$ cat src/rtl/id_ex_register.sv
// ID/EX pipeline register: captures decode control and operands for EX, with stall hold,
// flush bubble insertion, slot validity and a saturating bubble counter for debug.
module id_ex_register #(
    parameter int unsigned DATA_W  = 32,
    parameter int unsigned RADDR_W = 5,
    parameter int unsigned CNT_W   = 16
) (
    input  logic               clk_i,
    input  logic               rst_i,
    input  logic               start_i,
    input  logic               stall_i,
    input  logic               flush_i,
    input  logic               noop_i,
    input  logic               RegWrite_i,
    input  logic               MemtoReg_i,
    input  logic               MemRead_i,
    input  logic               MemWrite_i,
    input  logic               ALUSrc_i,
    input  logic [1:0]         ALUOp_i,
    input  logic [DATA_W-1:0]  RS1data_i,
    input  logic [DATA_W-1:0]  RS2data_i,
    input  logic [DATA_W-1:0]  imm_i,
    input  logic [9:0]         funct_i,
    input  logic [RADDR_W-1:0] RS1addr_i,
    input  logic [RADDR_W-1:0] RS2addr_i,
    input  logic [RADDR_W-1:0] RDaddr_i,
    output logic               RegWrite_o,
    output logic               MemtoReg_o,
    output logic               MemRead_o,
    output logic               MemWrite_o,
    output logic               ALUSrc_o,
    output logic [1:0]         ALUOp_o,
    output logic [DATA_W-1:0]  RS1data_o,
    output logic [DATA_W-1:0]  RS2data_o,
    output logic [DATA_W-1:0]  imm_o,
    output logic [9:0]         funct_o,
    output logic [RADDR_W-1:0] RS1addr_o,
    output logic [RADDR_W-1:0] RS2addr_o,
    output logic [RADDR_W-1:0] RDaddr_o,
    output logic               valid_o,
    output logic [CNT_W-1:0]   bubble_cnt_o
);

    localparam logic [CNT_W-1:0] CNT_MAX = '1;

    logic advance_c;
    logic count_c;

    // The slot advances only when running and not stalled; a flush or NoOp costs one bubble.
    always_comb begin
        advance_c = 1'b0;
        count_c   = 1'b0;
        advance_c = start_i & ~stall_i;
        count_c   = advance_c & (flush_i | noop_i) & (bubble_cnt_o != CNT_MAX);
    end

    always_ff @(posedge clk_i or negedge rst_i) begin
        if (!rst_i) begin
            RegWrite_o   <= 1'b0;
            MemtoReg_o   <= 1'b0;
            MemRead_o    <= 1'b0;
            MemWrite_o   <= 1'b0;
            ALUSrc_o     <= 1'b0;
            ALUOp_o      <= 2'b00;
            RS1data_o    <= '0;
            RS2data_o    <= '0;
            imm_o        <= '0;
            funct_o      <= '0;
            RS1addr_o    <= '0;
            RS2addr_o    <= '0;
            RDaddr_o     <= '0;
            valid_o      <= 1'b0;
            bubble_cnt_o <= '0;
        end else begin
            if (advance_c) begin
                // Operand fields are don't-care in a bubble, so they load unconditionally.
                RS1data_o <= RS1data_i;
                RS2data_o <= RS2data_i;
                imm_o     <= imm_i;
                funct_o   <= funct_i;
                RS1addr_o <= RS1addr_i;
                RS2addr_o <= RS2addr_i;
                if (flush_i) begin
                    RegWrite_o <= 1'b0;
                    MemtoReg_o <= 1'b0;
                    MemRead_o  <= 1'b0;
                    MemWrite_o <= 1'b0;
                    ALUSrc_o   <= 1'b0;
                    ALUOp_o    <= 2'b00;
                    RDaddr_o   <= '0;
                    valid_o    <= 1'b0;
                end else begin
                    RegWrite_o <= RegWrite_i;
                    MemtoReg_o <= MemtoReg_i;
                    MemRead_o  <= MemRead_i;
                    MemWrite_o <= MemWrite_i;
                    ALUSrc_o   <= ALUSrc_i;
                    ALUOp_o    <= ALUOp_i;
                    RDaddr_o   <= RDaddr_i;
                    valid_o    <= ~noop_i;
                end
            end
            if (count_c) begin
                bubble_cnt_o <= bubble_cnt_o + CNT_W'(1);
            end
        end
    end

endmodule

$ cat config.mk
export PLATFORM = sky130hd
export DESIGN_NAME = id_ex_register
export DESIGN_NICKNAME = d
export VERILOG_FILES = /design/src/rtl/id_ex_register.sv
export SDC_FILE = /design/constraint.sdc
export NUM_CORES = 1
export LEC_CHECK = 0
export ABC_AREA = 1
export BUFFER_PORTS_ARGS = -buffer_cell sky130_fd_sc_hd__buf_2
export CAP_MARGIN = 0
export CELL_PAD_IN_SITES_DETAIL_PLACEMENT = 1
export CELL_PAD_IN_SITES_GLOBAL_PLACEMENT = 1
export CORE_MARGIN = 2
export CORE_UTILIZATION = 35
export DETAILED_ROUTE_END_ITERATION = 8
export PLACE_DENSITY_LB_ADDON = 0.1
export SYNTH_ARGS = -nofsm -noshare
export SYNTH_HDL_FRONTEND = slang
export SYNTH_SLANG_ARGS = --single-unit
$ cat constraint.sdc
create_clock -name clk_i -period 3.58 [get_ports clk_i]
set_input_delay 0.179 -clock clk_i [delete_from_list [all_inputs] [get_ports clk_i]]
set_output_delay 0.179 -clock clk_i [all_outputs]
set_load 0.03 [all_outputs]
==> impl_metrics.py <==
metrics = {
    "placement": {
        "globalplace.congestion": 0.7911,
        "port_buffers": 278,
        "pre_cts_ws_ns": 1.785,
        "hpwlAfterDp_um": 13510,
    },
    "clock_network": {
        "numCtsBuffers": 17,
        "path_clk_slew_ns": 0.06,
        "clkLatencyLatePin_ns": 0.42,
        "cts_setup_buffers": 0,
        "root_buffer": "clkbuf_16",
        "cts-htree-levels": 4,
        "cts_resized": 0,
        "cts_tree": "yes",
        "clockBufferDepth": 2,
        "cts.sinks": 145,
    },
    "die": {
        "initial_core_util_pct": 35.65,
        "die_w_um": 133.5,
        "num_rows": 47,
        "die-height_um": 133.5,
        "die_area_um2": 17820,
        "io_pins": 279,
        "core-area_um2": 16470,
    },
    "sta": {
        "worst_slack_ns": 1.918,
        "whs_ns": 0.01653,
        "grt_setup_unrepaired": "no",
        "relSlewSlack_pct": 34.17,
        "skew_ns": 0.009729,
        "drv_slew": 0,
        "min_period_ns": 1.662,
        "setup-violations-final": 0,
        "timing.fmax_mhz": 601.6,
        "period_share_pct": 46.43,
        "setup_tns_ns": 0,
        "worstMarginPinSlew_ns": 0.9852,
        "hold_violations": 0,
    },
    "logic_synthesis": {
        "avgSynthCellArea_um2": 8.423,
        "yosysTopAreaCellShare_pct": 61.81,
        "synth-seq-cells": 145,
        "ys_types": 22,
        "synthTopCellsByArea": "dfrtp_1 (62%), nand2_1 (27%), buf_2 (1.3%)",
        "synth.largest_area_cell": "dfrtp_1",
        "synth_cells": 697,
        "netlist_area_um2": 5871,
        "ys_seq_area_share_pct": 61.81,
        "synth_nets": 832,
        "synth_warnings": 0,
    },
    "run": {
        "maxCapViolCount": 0,
    },
    "layout": {
        "final_core_util_pct": 56.45,
        "synthToLayoutAreaGrowth_pct": 58.33,
        "final_nets": 1230,
        "layout.cells.most_common_list": "nand2_1 (430), buf_2 (277), dfrtp_1 (145)",
        "drive_gt1_share_pct": 29.99,
        "final_common_cell": "nand2_1",
    },
    "setup_path": {
        "crit_path_start_kind": "register",
        "reg2reg_depth": 8,
        "r2r_start": "bubble_cnt_o[0]",
        "rr_endpoint": "bubble_cnt_o[14]",
        "arrival_ns": 2.02,
        "worstPathRequired_ns": 3.94,
        "critPathLaunch": "bubble_cnt_o[0]",
        "critical_path_class": "reg2reg",
        "reg2reg_slack_ns": 1.92,
        "crit_path_max_fanout": 7,
        "end_kind": "register",
        "cp-endpoint": "bubble_cnt_o[14]",
    },
    "outcome": {
        "outcome": "completed",
    },
    "power": {
        "power.share.switching_pct": 33.46,
        "p_clk_share_pct": 35.6,
        "power_density_nw_per_um2": 529.6,
        "cellInternalPower_mw": 3.275,
        "p_leak_nw": 5.165,
        "peakVddDrop_v": 0.0002926,
        "finalPower_mw": 4.922,
        "seqPwrFrac_pct": 40.2,
        "p_comb_share_pct": 24.2,
        "p_switching_mw": 1.647,
    },
    "drt": {
        "vias": 6100,
        "wl_per_cell_um": 16.71,
        "antenna_left": 0,
        "drt_iter0_drc": 225,
        "dr.pass1.iters": 5,
        "drt-vias-per-instance": 4.590,
        "wl_um": 22200,
        "route.detailed.drc": 0,
    },
    "hold_path": {
        "hp-class": "in2reg",
    },
    "grt": {
        "grt-ovfl-total": 0,
        "grt_use_total_pct": 25.63,
        "grt_antenna_before_repair": 2,
        "grt_pass1_wl_um": 35190,
        "grt_max_degree": 115,
        "grt_pass1_vias": 6565,
    },
}
[cell type report]
type,count,area [um2]
fill,2040,7171
sequential,145,3628
timing repair buffer,408,2694
multi-input combinational,502,2033
clock buffer,20,446.7
tap,220,275.3
clock inverter,11,132.6
inverter,21,80.08
antenna,2,5.005
[power by group through the flow]
stage	Sequential [mW]	Combinational, mW	Clock [mW]
6_report	1.98	1.19	1.75
5_1_grt	2.00	1.28	1.86
4_1_cts	1.97	1.18	1.79
3_5_place_dp	2.00	1.07	0
3_3_place_gp	1.99	1.05	0
2_1_floorplan	2.39	0.241	0
[cell usage after synthesis]
master	count
ha_1	1
xnor2_1	5
inv_2	5
nand4_1	6
o21ai_0	15
clkinv_2	1
nand3b_1	1
nand3_1	10
buf_2	15
nor2_2	5
clkbuf_1	9
nor2_4	2
buf_4	1
dfrtp_1	145
nand2_2	3
nand2_1	430
buf_1	3
inv_1	15
buf_6	1
nor2_1	18
o21ai_1	4
nand2_4	2
[worst max-delay path, stage by stage (launching register included)]
cell,delay [ns]
dfrtp_1,0.46
ha_1,0.27
nand2_1,0.08
nor2_1,0.04
nand2_1,0.16
nor2_2,0.09
nor2_2,0.31
nand2_1,0.11
nand2_1,0.07
[per-stage QoR]
stage,instance area (um2),cells
CTS,9290,1327
finish,9295,1329
global route,9295,1329
detailed placement,7480,1173
global placement,7480,1173
floorplan,5871,697
[repair_timing]
action,4_1_cts,5_1_grt
hold endpoints to repair,202,0
hold buffers,123,0
setup endpoints to repair,0,0
[worst min path at each step]
stage / startpoint / end / slack, ns / depth (start not counted)
6_report: RS2data_i[16] / RS2data_o[16] / 0.02 / 3
4_1_cts: MemtoReg_i / MemtoReg_o / 0.005 / 3
2_1_floorplan: rst_i / ALUOp_o[0] / -0.12 / 0
3_5_place_dp: rst_i / RS2addr_o[0] / 0.28 / 1
3_3_place_gp: rst_i / imm_o[16] / 0.28 / 1
5_1_grt: RS2data_i[16] / RS2data_o[16] / 0.0004 / 3
[cells by family (layout without fill, tap and decap cells)]
logic type | count (synthesis) | in the layout | share of synthesized area (%)
DFF | 145 | 145 | 61.81
other | 0 | 2 | 0
AOI/OAI and AO/OA | 19 | 19 | 1.620
buffers and inverters | 50 | 460 | 3.730
adders and majority gates | 1 | 1 | 0.2131
xor gates and xnor gates | 5 | 5 | 0.7459
and+or+nand+nor | 477 | 477 | 31.88
[flip-flops by register name, summed over array words and instances (netlist names)]
name,count
RegWrite_o,1
RS1data_o,32
RS2addr_o,5
imm_o,32
ALUSrc_o,1
valid_o,1
MemtoReg_o,1
funct_o,10
RS2data_o,32
RDaddr_o,5
MemWrite_o,1
MemRead_o,1
RS1addr_o,5
bubble_cnt_o,16
ALUOp_o,2
[routing by layer]
metal / wire [um] / vias up / GRT usage [%]
met1: 8755 / 2947 / 29.49
met2: 11780 / 193 / 45.53
met3: 937 / 46 / 4.871
met4: 732 / 0 / 13.00
met5: 0 / - / 0
li1: - / 2914 / -
No activity file was read; power rests on OpenSTA's default activity.
